<file path="config.mk">
export PLATFORM = sky130hd
export DESIGN_NAME = wb_trace_fifo
export DESIGN_NICKNAME = d
export VERILOG_FILES = /design/src/rtl/wb_trace_fifo.sv
export SDC_FILE = /design/constraint.sdc
export NUM_CORES = 1
export LEC_CHECK = 0
export ABC_AREA = 1
export BUFFER_PORTS_ARGS = -buffer_cell sky130_fd_sc_hd__buf_4
export CAP_MARGIN = 25
export CORE_MARGIN = 2
export CORE_UTILIZATION = 45
export CTS_CLUSTER_SIZE = 20
export DETAILED_ROUTE_END_ITERATION = 6
export MAX_ROUTING_LAYER = met4
export PLACE_DENSITY = 0.59
export SLEW_MARGIN = 20
export SYNTH_ARGS = -nofsm -noshare
export SYNTH_HDL_FRONTEND = slang
export SYNTH_SLANG_ARGS = --single-unit
</file>
<file path="constraint.sdc">
create_clock -name clk -period 9.46 [get_ports clk]
set_clock_uncertainty 0.1 [all_clocks]
set_input_delay 1.419 -clock clk [delete_from_list [all_inputs] [get_ports clk]]
set_output_delay 1.419 -clock clk [all_outputs]
set_load 0.1 [all_outputs]
</file>
<file path="src/rtl/wb_trace_fifo.sv">
// -----------------------------------------------------------------------------
// wb_trace_fifo
//
// Purpose:
//   Buffers the write-back commit trace of the CPU core for an off-core
//   consumer (trace comparator, UART dumper, logic analyser). Each retired
//   register-writing instruction is captured as a record {pc, rd, data} and
//   presented one at a time on a first-word-fall-through output port. The
//   core is never stalled: commits that arrive while the buffer is full are
//   discarded, counted in drop_cnt and flagged by the sticky overflow bit.
//
// Parameters:
//   DEPTH     number of record slots, power of 2, minimum 2
//   AW        pointer width, log2(DEPTH)
//   FILTER_X0 1: commits to x0 (rd==0) are not captured; 0: they are
//
// Ports:
//   clk           core clock
//   reset         synchronous, active-low reset
//   wb_have_inst  WB stage holds a valid retired instruction this cycle
//   wb_pc         PC of the WB instruction
//   wb_rf_WE      WB instruction writes the register file
//   wb_RD         destination register index
//   wb_data       write-back value
//   out_valid     head record available
//   out_ready     consumer accepts head record
//   out_pc        head record PC
//   out_rd        head record rd
//   out_data      head record data
//   count         records currently stored, 0..DEPTH
//   full          count == DEPTH
//   overflow      sticky; one or more records were dropped
//   drop_cnt      dropped-record counter, saturates at 16'hFFFF
//   clr_ovf       synchronous clear of overflow and drop_cnt
//
// Handshake (output port): a record transfers on every rising edge where
// out_valid and out_ready are both 1. out_valid does not depend on out_ready,
// and while out_valid is 1 the head record stays stable until it is taken.
// out_ready may be high while out_valid is low; nothing transfers then.
// -----------------------------------------------------------------------------
module wb_trace_fifo #(
  parameter int DEPTH     = 16,
  parameter int AW        = 4,
  parameter bit FILTER_X0 = 1'b1
) (
  input  logic          clk,
  input  logic          reset,
  input  logic          wb_have_inst,
  input  logic [31:0]   wb_pc,
  input  logic          wb_rf_WE,
  input  logic [4:0]    wb_RD,
  input  logic [31:0]   wb_data,
  output logic          out_valid,
  input  logic          out_ready,
  output logic [31:0]   out_pc,
  output logic [4:0]    out_rd,
  output logic [31:0]   out_data,
  output logic [AW:0]   count,
  output logic          full,
  output logic          overflow,
  output logic [15:0]   drop_cnt,
  input  logic          clr_ovf
);

  typedef struct packed {
    logic [31:0] pc;
    logic [4:0]  rd;
    logic [31:0] data;
  } rec_t;

  localparam logic [AW:0] FULL_COUNT = (AW+1)'(DEPTH);
  localparam logic [15:0] DROP_MAX   = 16'hFFFF;

  // Record storage; contents are don't-care until written, so not reset.
  rec_t mem [DEPTH];

  logic [AW-1:0] wr_ptr;
  logic [AW-1:0] rd_ptr;
  logic [AW:0]   count_q;
  logic          overflow_q;
  logic [15:0]   drop_cnt_q;

  logic cap;
  logic pop;
  logic push;
  logic drop;
  logic is_full;
  logic is_empty;
  rec_t wb_rec;
  rec_t head;

  // ---------------------------------------------------------------------------
  // Per-cycle decisions
  // ---------------------------------------------------------------------------
  always_comb begin
    is_full  = (count_q == FULL_COUNT);
    is_empty = (count_q == '0);
    cap      = wb_have_inst & wb_rf_WE & ((FILTER_X0 == 1'b0) | (wb_RD != 5'd0));
    pop      = ~is_empty & out_ready;
    // A pop in the same cycle frees the head slot, so a full buffer can still
    // take the new record: wr_ptr == rd_ptr then, and the read of the old head
    // and the write of the new record hit the same slot on the same edge.
    push     = cap & (~is_full | pop);
    drop     = cap & is_full & ~pop;
    wb_rec   = {wb_pc, wb_RD, wb_data};
  end

  // ---------------------------------------------------------------------------
  // Storage write
  // ---------------------------------------------------------------------------
  always_ff @(posedge clk) begin
    if (reset && push) begin
      mem[wr_ptr] <= wb_rec;
    end
  end

  // ---------------------------------------------------------------------------
  // Pointers and occupancy. Pointers wrap naturally at DEPTH; count tells a
  // full buffer apart from an empty one when the pointers are equal.
  // ---------------------------------------------------------------------------
  always_ff @(posedge clk) begin
    if (!reset) begin
      wr_ptr  <= '0;
      rd_ptr  <= '0;
      count_q <= '0;
    end else begin
      if (push) begin
        wr_ptr <= wr_ptr + AW'(1);
      end
      if (pop) begin
        rd_ptr <= rd_ptr + AW'(1);
      end
      case ({push, pop})
        2'b10:   count_q <= count_q + (AW+1)'(1);
        2'b01:   count_q <= count_q - (AW+1)'(1);
        default: count_q <= count_q;
      endcase
    end
  end

  // ---------------------------------------------------------------------------
  // Loss accounting. A clear that coincides with a drop must not lose that
  // drop, so the result is "one record lost" rather than zero.
  // ---------------------------------------------------------------------------
  always_ff @(posedge clk) begin
    if (!reset) begin
      overflow_q <= 1'b0;
      drop_cnt_q <= '0;
    end else if (drop) begin
      overflow_q <= 1'b1;
      if (clr_ovf) begin
        drop_cnt_q <= 16'd1;
      end else if (drop_cnt_q != DROP_MAX) begin
        drop_cnt_q <= drop_cnt_q + 16'd1;
      end
    end else if (clr_ovf) begin
      overflow_q <= 1'b0;
      drop_cnt_q <= '0;
    end
  end

  // ---------------------------------------------------------------------------
  // First-word-fall-through output: the head slot is shown directly, forced to
  // zero when the buffer is empty so stale slots never leak out.
  // ---------------------------------------------------------------------------
  always_comb begin
    head      = mem[rd_ptr];
    out_valid = ~is_empty;
    if (is_empty) begin
      out_pc   = '0;
      out_rd   = '0;
      out_data = '0;
    end else begin
      out_pc   = head.pc;
      out_rd   = head.rd;
      out_data = head.data;
    end
    count    = count_q;
    full     = is_full;
    overflow = overflow_q;
    drop_cnt = drop_cnt_q;
  end

endmodule

</file>
Yosys cells after proc, flatten, opt, wreduce, memory -nomap -nowiden
Memories as Yosys holds them, arrays and structs flattened. A register that Yosys moved wholly into a read port is not among the register bits. Cells that the tools add are included.

Flip-flop bits (word level): 30. Logic and storage cells: 46. Input bits: 75. Memories kept: 1. RAM bits: 1104. Output and inout bits: 93.

Equal/unequal tests: 4. Add/sub/neg operators: 5. Bitwise logic cells: 10. Reductions and logical operators: 7. Multiplexer cells: 14.

Memory list: mem (words 16, width 69, read ports 1, clocked after memory_dff 1, wr ports 1, line 75) `rec_t mem [DEPTH];`.

Operators with widths (number): 16-bit two-way mux (4); 32-bit two-way mux (2); 16-bit by 1-bit adder with 16-bit output, second input constant (1); 16-bit != test, second input constant (1); 5-bit case mux with 2 select lines (1); 4-bit by 1-bit adder with 4-bit output, second input constant (2); 4-bit two-way mux (2); 1-bit AND (6); 2-bit nonzero test (3); 5-bit by 1-bit adder with 5-bit output, second input constant (1); 5-bit == test, second input constant (1); 5-bit logical NOT (1); 5-bit two-way mux (1); 5-bit nonzero test (1); 5-bit by 1-bit subtractor with 5-bit output, second input constant (1); 1-bit two-way mux (4); 1-bit inverter (3); 2-bit by 1-bit == test with 1-bit output, second input constant (1); 2-bit == test, second input constant (1); 2-bit AND reduction (1); 1-bit logical AND (1); 1-bit bitwise OR (1).

Logic depth before layout (Yosys ltp)
Gate-level depths: netlist of run 1.

Word-level depth: 8. Gate-level depth with buffers: 16. Mapped depth without buffers: 16.

Least setup slack after synthesis of run 1
Ideal clock, no wire load.

Kind: input to register. Start point: input wb_RD[3]. End point: memory mem[11][0] (netlist name) (enable). Data arrival time: 5.100 ns. Required time: 8.863 ns. Setup time: 0.497 ns. Stages: 6. Buffers on the path: 0. Path slack: 3.763 ns. Cells stage by stage: nor2_1 -> nand3_1 -> nand2_1 -> nor2_1 -> nand2_1 -> nor2_1.

Word-level cells in the longest chain between the ends: 6.

RTL lines: start: declaration (line 51) `input logic [4:0] wb_RD,`; 5-bit nonzero test (line 98) `cap = wb_have_inst & wb_rf_WE & ((FILTER_X0 == 1'b0) | (wb_RD != 5'd0));`; 1-bit AND (line 98); 1-bit AND (line 103) `push = cap & (~is_full | pop);`; 1-bit logical AND (line 112) `if (reset && push) begin`; 1-bit two-way mux (line 112); 1-bit two-way mux (implied by the code) (line 113) `mem[wr_ptr] <= wb_rec;`; end: declaration (line 75).

Every way passes these cells.

==> results by stage, run 1 <==
Pwr:
- For this design the static power due to leakage is approximately 16 nW.
- The analysis attributes to net switching a power of 6.541 mW.
- The share of total power dissipated in the clock network is 0.273.
- The internal power summed over all cells is slightly above 9 mW.
- Of the total power, combinational logic draws 0.371.
- The final total power is between 15 and 20 mW.
- Of the total power, the share spent switching nets is 0.4121.
- The sequential power share is 0.356.
- The power density normalized to cell area is between 300 and 400 nW/µm².
- IR analysis of the VDD net gives a maximum drop of 0.3990 mV.

GRT:
- In the global route stage, overall resource usage came out at 0.2232.
- For met2 alone, demand over resource in global routing was 0.3491.
- The layer flagged by global routing as most heavily used is met2.
- The met3 usage in global routing is 0.03463.
- For met1 alone, demand over resource in global routing was 0.3105.
- The global-route wire length before repair is around 170000 µm.
- The initial antenna violation count is 4.
- The via count of the first global-routing pass came to about 27000.
- Global routing finished with a remaining overflow of 0.
- The largest net degree at the start of global routing is approximately 230.

Layout:
- After the last flow step, the layout net total stands at about 3700.
- The final core utilization is 0.5136.
- The finished cells cover a little over 50000 µm².
- Once layout is complete, the cells apart from fillers number between 4000 and 5000.
- Relative to the synthesized area, the layout overhead comes to 13.46%.
- The fraction of final layout cells with drive strength greater than 1 is 0.1077.

Yosys:
- Among all flip-flop cells after synthesis, the most frequent one is sky130_fd_sc_hd__edfxtp_1.
- The count of yosys warnings during synthesis is 0.
- The synthesized instance count is 3507.
- The post-synthesis async set-or-reset flop share is 0.
- Synthesis produced a netlist with a net count of between 3000 and 4000.
- After synthesis the netlist holds a flip-flop and latch count of around 1100.
- Each instance of the synthesized netlist takes up on average around 13 µm².
- The number of enable flip-flop cells after synthesis is 1104.
- Of the synthesized area, sequential elements account for 0.7484.
- The synthesized netlist occupies a cell area of about 45000 µm².
- Counting distinct cell types in the post-synthesis netlist gives 33.

Timing:
- The transition at the pin with the smallest max-transition slack is between 1 and 1.5 ns.
- The worst slack on hold paths is around 0.37 ns.
- The final number of hold-violating endpoints is 0.
- Subtracting the final worst setup slack from the clock period gives roughly 6.2 ns.
- Setup violations remaining at the end of the flow were counted as 0.
- After routing, the total negative slack on setup checks comes to 0 ns.
- The final critical-path share of the clock period is 0.6521.
- The worst slew slack as a fraction of its limit is 0.3035.
- The number of max-slew violations in the final report was 0.
- Setup repair after global routing left no endpoint under its margin.
- The fmax is about 160 MHz.
- The worst path meets setup with roughly 3.3 ns of slack.

Clock network:
- The post-CTS setup buffer count is 0.
- The tree is rooted in a sky130_fd_sc_hd__clkbuf_16.
- The longest clock path from root to sink contains 3 buffers.
- Once the clock tree was built, the resizer swapped 0 gates to a different size.
- The number of clock sinks is 1138.
- The insertion delay to the later sink of the worst-skew pair is between 0.6 and 0.7 ns.
- After clock tree synthesis, the clock-pin slew on the worst setup and hold paths is approximately 0.060 ns.
- After clock tree synthesis, the flow added hold-fix buffers numbering 0.
- The clock buffer count from CTS is between 100 and 150.
- The H-tree generated during clock tree synthesis spans 3 levels.
- TritonCTS built the clock tree.

Critical path:
- The reg-to-reg startpoint is count[1]$_SDFFE_PN0P_.
- The worst setup path category is flop to output pin.
- The number of cells traversed by the worst register-to-register path is 7.
- The slowest cell on the critical path is sky130_fd_sc_hd__buf_12.
- The nature of the critical path startpoint is a flop.
- The category of the worst setup path capture point is an output pin.
- The top fanout value on the critical path is around 220.
- The end of the worst register-to-register path is mem[12][24]$_DFFE_PP_.
- The flop-to-flop setup slack is roughly 5.6 ns.
- The required time reported for the critical path endpoint is 7.94 ns.
- At the worst endpoint, the arrival time is roughly 4.7 ns.
- The termination of the worst setup path is out_data[6].
- Traced cell by cell, the critical path runs through buf_12, buf_4, buf_16, nor2_1, nor2_1, o21ai_1, o211ai_1, nand3_1, a21oi_1, buf_4.
- The delay of the slowest cell on the worst path is about 0.80 ns.

Die:
- Measured along the y axis, the die boundary spans approximately 320 µm.
- The die covers slightly above 100000 µm².
- The placeable core region is around 100000 µm².
- Measured along the x axis, the die boundary spans about 320 µm.
- The number of core rows is approximately 120.
- During I/O placement, the number of pins put on the boundary was 168.
- The starting density of the core is 0.4527.

Route:
- The first detailed-routing pass took 6 iterations.
- The final route contains 28220 vias.
- The initial detailed-routing violation count is roughly 2800.
- The average vias per placed instance is roughly 5.6.
- In the final routed layout, each cell accounts on average for 22.59 µm.
- The post-route antenna net violation count is 0.
- In the routed design, unresolved DRC markers number 0.
- The final layout contains routed wiring with a total length of roughly 110000 µm.

Place:
- The number of buffer cells added on primary ports is 167.
- Timing analysis after detailed placement gives a worst setup slack of roughly 3.8 ns.
- At the end of routability-driven placement, the weighted congestion stood at between 0.8 and 0.9.
- Detailed placement finished with a half-perimeter wire length of roughly 56000 µm.
- Summing all placed instances gives a cell area of approximately 48000 µm².
- The number of cells after detailed placement is roughly 4800.

Run status:
- The flow ran to the end, and the final reports show no timing, DRC or antenna violations.

Job:
- The number of max-capacitance violations reported is 0.

Worst hold path:
- The classification of the worst-slack hold path is flop to flop.
- Counting instances, the worst hold path has a depth of 2.
cells in the mapped netlist, drive strengths merged, types with 2 or more instances:
cell type | count | area (µm²)
o21ai | 620 | 3103
ha | 9 | 112.6
dfxtp | 34 | 680.7
o221ai | 14 | 122.6
nand3 | 109 | 550.5
a21oi | 92 | 460.4
inv | 43 | 161.4
xnor2 | 2 | 17.52
buf | 101 | 576.8
nand4 | 8 | 56.30
xor2 | 5 | 43.79
edfxtp | 1104 | 33150
clkinv | 2 | 7.510
nand2 | 80 | 302.8
o211ai | 263 | 1974
nor3 | 4 | 31.28
clkbuf | 138 | 520.5
nor2 | 875 | 3289
layer usage:
metal / vias to the layer above / routed length (µm)
met5: - / 0
li1: 13110 / -
met4: 0 / 1669
met1: 14100 / 50980
met2: 875 / 53170
met3: 131 / 7100
state kept, by name, summed over array words and instances (netlist names), named ones only:
name	flops
rd_ptr	4
mem	1104
wr_ptr	4
drop_cnt	16
count	5
overflow	1
layout make-up:
cell class | instances | area (µm²)
antenna | 4 | 10.01
clock buffer | 149 | 3048
clock inverter | 66 | 514.2
fill | 8420 | 48570
inverter | 45 | 191.4
multi-input combinational | 2085 | 10220
sequential | 1138 | 33850
tap | 1298 | 1624
timing repair buffer | 214 | 1829
power by group through the flow:
stage / clock network, mW / logic [mW] / registers, mW
floorplan: 0 / 4.44 / 5.76
CTS: 4.40 / 5.88 / 5.65
finish: 4.33 / 5.89 / 5.65
detailed placement: 0 / 5.86 / 5.76
global route: 4.60 / 6.31 / 5.66
global placement: 0 / 5.84 / 5.76
worst min path at each step:
| stage | startpoint | end |
|---|---|---|
| after floorplan | rd_ptr[2]$_SDFFE_PN0N_ | flop |
| after global placement | rd_ptr[2]$_SDFFE_PN0N_ | flop |
| after detailed placement | overflow$_SDFFE_PN0P_ | overflow$_SDFFE_PN0P_ |
| after CTS | rd_ptr[2]$_SDFFE_PN0N_ | flop |
| after global routing | rd_ptr[2]$_SDFFE_PN0N_ | flop |
| final | overflow$_SDFFE_PN0P_ | overflow$_SDFFE_PN0P_ |
cell usage in the layout, fill, tap and decap left out, types with 3 or more instances in the layout:
cell type,count
sky130_fd_sc_hd__nor2_4,16
sky130_fd_sc_hd__edfxtp_1,1104
sky130_fd_sc_hd__buf_4,201
sky130_fd_sc_hd__diode_2,4
sky130_fd_sc_hd__clkinv_2,19
sky130_fd_sc_hd__o21ai_1,257
sky130_fd_sc_hd__inv_6,6
sky130_fd_sc_hd__nor2_1,857
sky130_fd_sc_hd__dfxtp_1,30
sky130_fd_sc_hd__clkinv_1,32
sky130_fd_sc_hd__nand4_1,7
sky130_fd_sc_hd__xor2_1,5
sky130_fd_sc_hd__nand2_1,79
sky130_fd_sc_hd__a21oi_1,92
sky130_fd_sc_hd__o211ai_1,263
sky130_fd_sc_hd__clkbuf_16,117
sky130_fd_sc_hd__inv_1,39
sky130_fd_sc_hd__nand3_1,108
sky130_fd_sc_hd__dfxtp_4,4
sky130_fd_sc_hd__nor3_1,3
sky130_fd_sc_hd__o221ai_1,14
sky130_fd_sc_hd__buf_16,8
sky130_fd_sc_hd__bufinv_16,8
sky130_fd_sc_hd__clkbuf_1,32
sky130_fd_sc_hd__ha_1,9
sky130_fd_sc_hd__buf_12,5
sky130_fd_sc_hd__o21ai_0,363
critical path: cells and delay by family (launching register included):
kind / cells / cell delay (ns)
buffers and inverters: 4 / 2.02
flip-flops: 1 / 0.72
AO/OA/AOI/OAI: 3 / 0.75
AND/OR/NAND/NOR: 3 / 0.30
cells by family (layout without fill, tap and decap cells):
family                   count (synthesis)  in the layout  share of synthesized area
flip-flops                            1138           1138                     0.7484
AND/OR/NAND/NOR                       1078           1078                    0.09386
AO/OA/AOI/OAI                          990            990                     0.1254
buffers and inverters                  284            474                    0.02801
adder cells (fa/ha/maj)                 10             10                   0.002934
XOR/XNOR                                 7              7                   0.001356
other                                    0              4                          0
No activity file was read; power rests on OpenSTA's default activity.
==> run 2: changes to the inputs <==
- PLACE_DENSITY: 0.59 -> 0.61
- clock period: 9.46 -> 5.2 ns (I/O delays scaled with it)
==> run 2 against run 1 <==
Compared with the run above: design area up 0.29%; cell count up 0.30%; hold slack worse by 0.073 ns; largest power group unchanged; highest routed layer unchanged.
==> results by stage, run 2 (synthesis gave the netlist of run 1 again) <==
Run status:
- The flow ran to the end, and the final reports show no timing, DRC or antenna violations.

Critical path:
- The cell family contributing the most delay on the critical path is buffers and inverters.
- The signal on the critical path passes through inv_8, buf_4, o21ai_1, o211ai_1, o211ai_1, a21oi_1, buf_4.
- The nature of the critical path startpoint is a flop.
- The data arrival time of the critical path is 3.59 ns (-1.06 ns).
- The delay of the slowest cell on the worst path is 0.66 ns (-0.14 ns).
- The required time reported for the critical path endpoint is 4.32 ns (-3.62 ns).
- The number of buffer and inverter instances along the worst setup path is 3 (-1).
- The critical path in this run is classified as flop to output pin.
- The category of the worst setup path capture point is an output pin.
- The top fanout value on the critical path is 125 (-44%).
- The slowest stage of the critical path is the sky130_fd_sc_hd__buf_4 cell.

Layout:
- The fraction of final layout cells with drive strength greater than 1 is 0.1116 (+0.003935).
- The number of flip-flops under the largest register name was 1104 (unchanged).
- The final non-filler cell area was 51440 µm² (+0.29%).
- The final core utilization is 0.5151 (+0.001466).
- The net count of the finished layout is 3700 (+0.43%).
- The signed area change from the synthesized netlist to the final layout is 13.79%.
- Leaving out fill and tap cells, the most frequent cells in the layout are 1104 x sky130_fd_sc_hd__edfxtp_1, 857 x sky130_fd_sc_hd__nor2_1, 363 x sky130_fd_sc_hd__o21ai_0.
- The count of fill cells added during filler insertion came to 8449 (+0.34%).
- Ranked by flip-flop count, first place goes to mem.
- Leaving out fill and tap cells, the most frequent cell in the layout is sky130_fd_sc_hd__edfxtp_1.

Timing:
- The worst slew slack as a fraction of its limit was 0.3057 (+0.002151).
- The routed design could run at a clock period as short as approximately 4.5 ns.
- For this run, the top clock speed supported by timing is roughly 220 MHz.
- The transition at the pin with the smallest max-transition slack is 1.041 ns (-0.003227 ns).
- The number of failing setup endpoints in the final timing report is 0 (unchanged).
- Setup repair after global routing left no endpoint under its margin.
- The final number of hold-violating endpoints is 0 (unchanged).
- Of the available clock period, the critical path in the final layout requires 0.8596.
- The number of max-slew violations in the final report came to 0 (unchanged).
- The worst slack on hold paths is 0.2939 ns (-0.07260 ns).

Route:
- The initial detailed-routing violation count came to 2751 (-0.36%).
- The overall routed net length is 111200 µm (-1.5%).
- The average vias per placed instance is 5.663 (+0.30%).
- The number of search-and-repair iterations in the first detailed-routing pass is 7 (+1).
- The post-route antenna net violation count is 0 (unchanged).
- The remaining routing DRC violations is 0 (unchanged).
- The mean routed wirelength per cell was 22.19 µm (-1.8%).
- The count of vias placed by the detailed router came to 28390 (+0.61%).

Die:
- The number of I/O pins is 168 (unchanged).
- The number of core rows is 116 (unchanged).
- The area of the die is 103000 µm² (unchanged).
- The starting density of the core is 0.4527 (unchanged).
- The width of the die was 320.9 µm (unchanged).
- The placeable core region is 99860 µm² (unchanged).
- The height of the die is 320.9 µm (unchanged).

Clock network:
- The H-tree depth reported by CTS is 3 (unchanged).
- The clock transition at the register clock pins on the worst setup and hold paths after CTS is 0.06 ns (about the same).
- The buffer depth of the longest clock path came to 3 (unchanged).
- The number of gates resized after CTS was 0 (unchanged).
- The clock buffer count from CTS is 112 (-2.6%).
- In this run the clock root is driven by a sky130_fd_sc_hd__clkbuf_16.
- The post-CTS setup buffer count is 0 (unchanged).
- The number of hold buffers added after CTS is 0 (unchanged).
- The number of clock sinks is 1138 (unchanged).
- The CTS tree is built.
- The insertion delay to the later sink of the worst-skew pair is 0.68 ns (about the same).

Worst hold path:
- In this run the worst hold path is classified as primary input to flop.

Pwr:
- The power density normalized to cell area was 557.7 nW/µm² (+80%).
- The maximum VDD drop is 0.7588 mV (+90%).
- The leakage power is 16.51 nW (+0.36%).

Place:
- The last weighted congestion value of the routability-driven placer is 0.8105 (+1.2%).
- The cell area after placement was 47950 µm² (+0.79%).
- The number of buffer cells added on primary ports is 167 (unchanged).
- The detailed placement HPWL was 56330 µm (+1.0%).

GRT:
- The initial antenna violation count is 5 (+1).
- The global-route wire length before repair came to 168200 µm (-1.1%).
- The total congestion overflow after global routing is 0 (unchanged).
- The via count of the first global-routing pass is 27430 (+1.6%).
- The total routing usage reported by global routing is 0.2206 (-0.002600).
- The largest net degree at the start of global routing is 169 (-27%).

Job:
- The number of max-capacitance violations reported is 0 (unchanged).
==> run 2: layout make-up <==
class | count | area, µm² | area share
timing repair buffer | 233 | 2095 | 0.04072
clock buffer | 137 | 2918 | 0.05673
tap | 1298 | 1624 | 0.03157
antenna | 6 | 15.01 | 0.0002919
inverter | 45 | 191.4 | 0.003722
sequential | 1138 | 33850 | 0.6581
clock inverter | 72 | 520.5 | 0.01012
multi-input combinational | 2085 | 10220 | 0.1988
==> run 2: through the flow <==
step | worst slack [ns] | total power [mW] | instances | TNS, ns
2_1_floorplan | -0.2122 | 18.57 | 3507 | -188.42
3_3_place_gp | 1.283 | 21.21 | 4798 | 0
3_5_place_dp | 1.170 | 21.25 | 4798 | 0
4_1_cts | 0.6495 | 28.87 | 5007 | 0
5_1_grt | 0.5305 | 29.97 | 5013 | 0
6_report | 0.7302 | 28.68 | 5014 | 0
==> run 2: final timing paths <==
| path | slack (ns) | endpoint | from | cells past startpoint |
|---|---|---|---|---|
| max | 0.73 | out_pc[8] | flop | 7 |
| min | 0.29 | mem[8][25]$_DFFE_PP_ | wb_data[25] | 1 |
| max reg2reg | 2.00 | mem[10][59]$_DFFE_PP_ | count[0]$_SDFFE_PN0P_ | 7 |
| min reg2reg | 0.37 | flop | rd_ptr[2]$_SDFFE_PN0N_ | 2 |
==> run 2: worst reg2reg max path: cells and delay by family, from the launching register on <==
kind / cells / cell delay [ns]
buffers and inverters: 2 / 0.40
and+or+nand+nor: 5 / 1.88
DFF: 1 / 0.46
==> run 2: metal layers <==
layer  part of all wire  vias up  routed length [µm]  track usage
met5                  0        -                   0            -
met4              0.020        0                2207      0.05742
met3              0.065      159                7183      0.03249
met2               0.47      909               52090       0.3395
met1               0.45    14160               49760       0.3097
li1                   -    13160                   -            -
==> run 2: power breakdown <==
group / switching [mW] / internal [mW] / total (mW)
Clock: 3.39 / 4.27 / 7.66
Combinational: 8.42 / 2.37 / 10.8
Sequential: 0.104 / 10.1 / 10.2
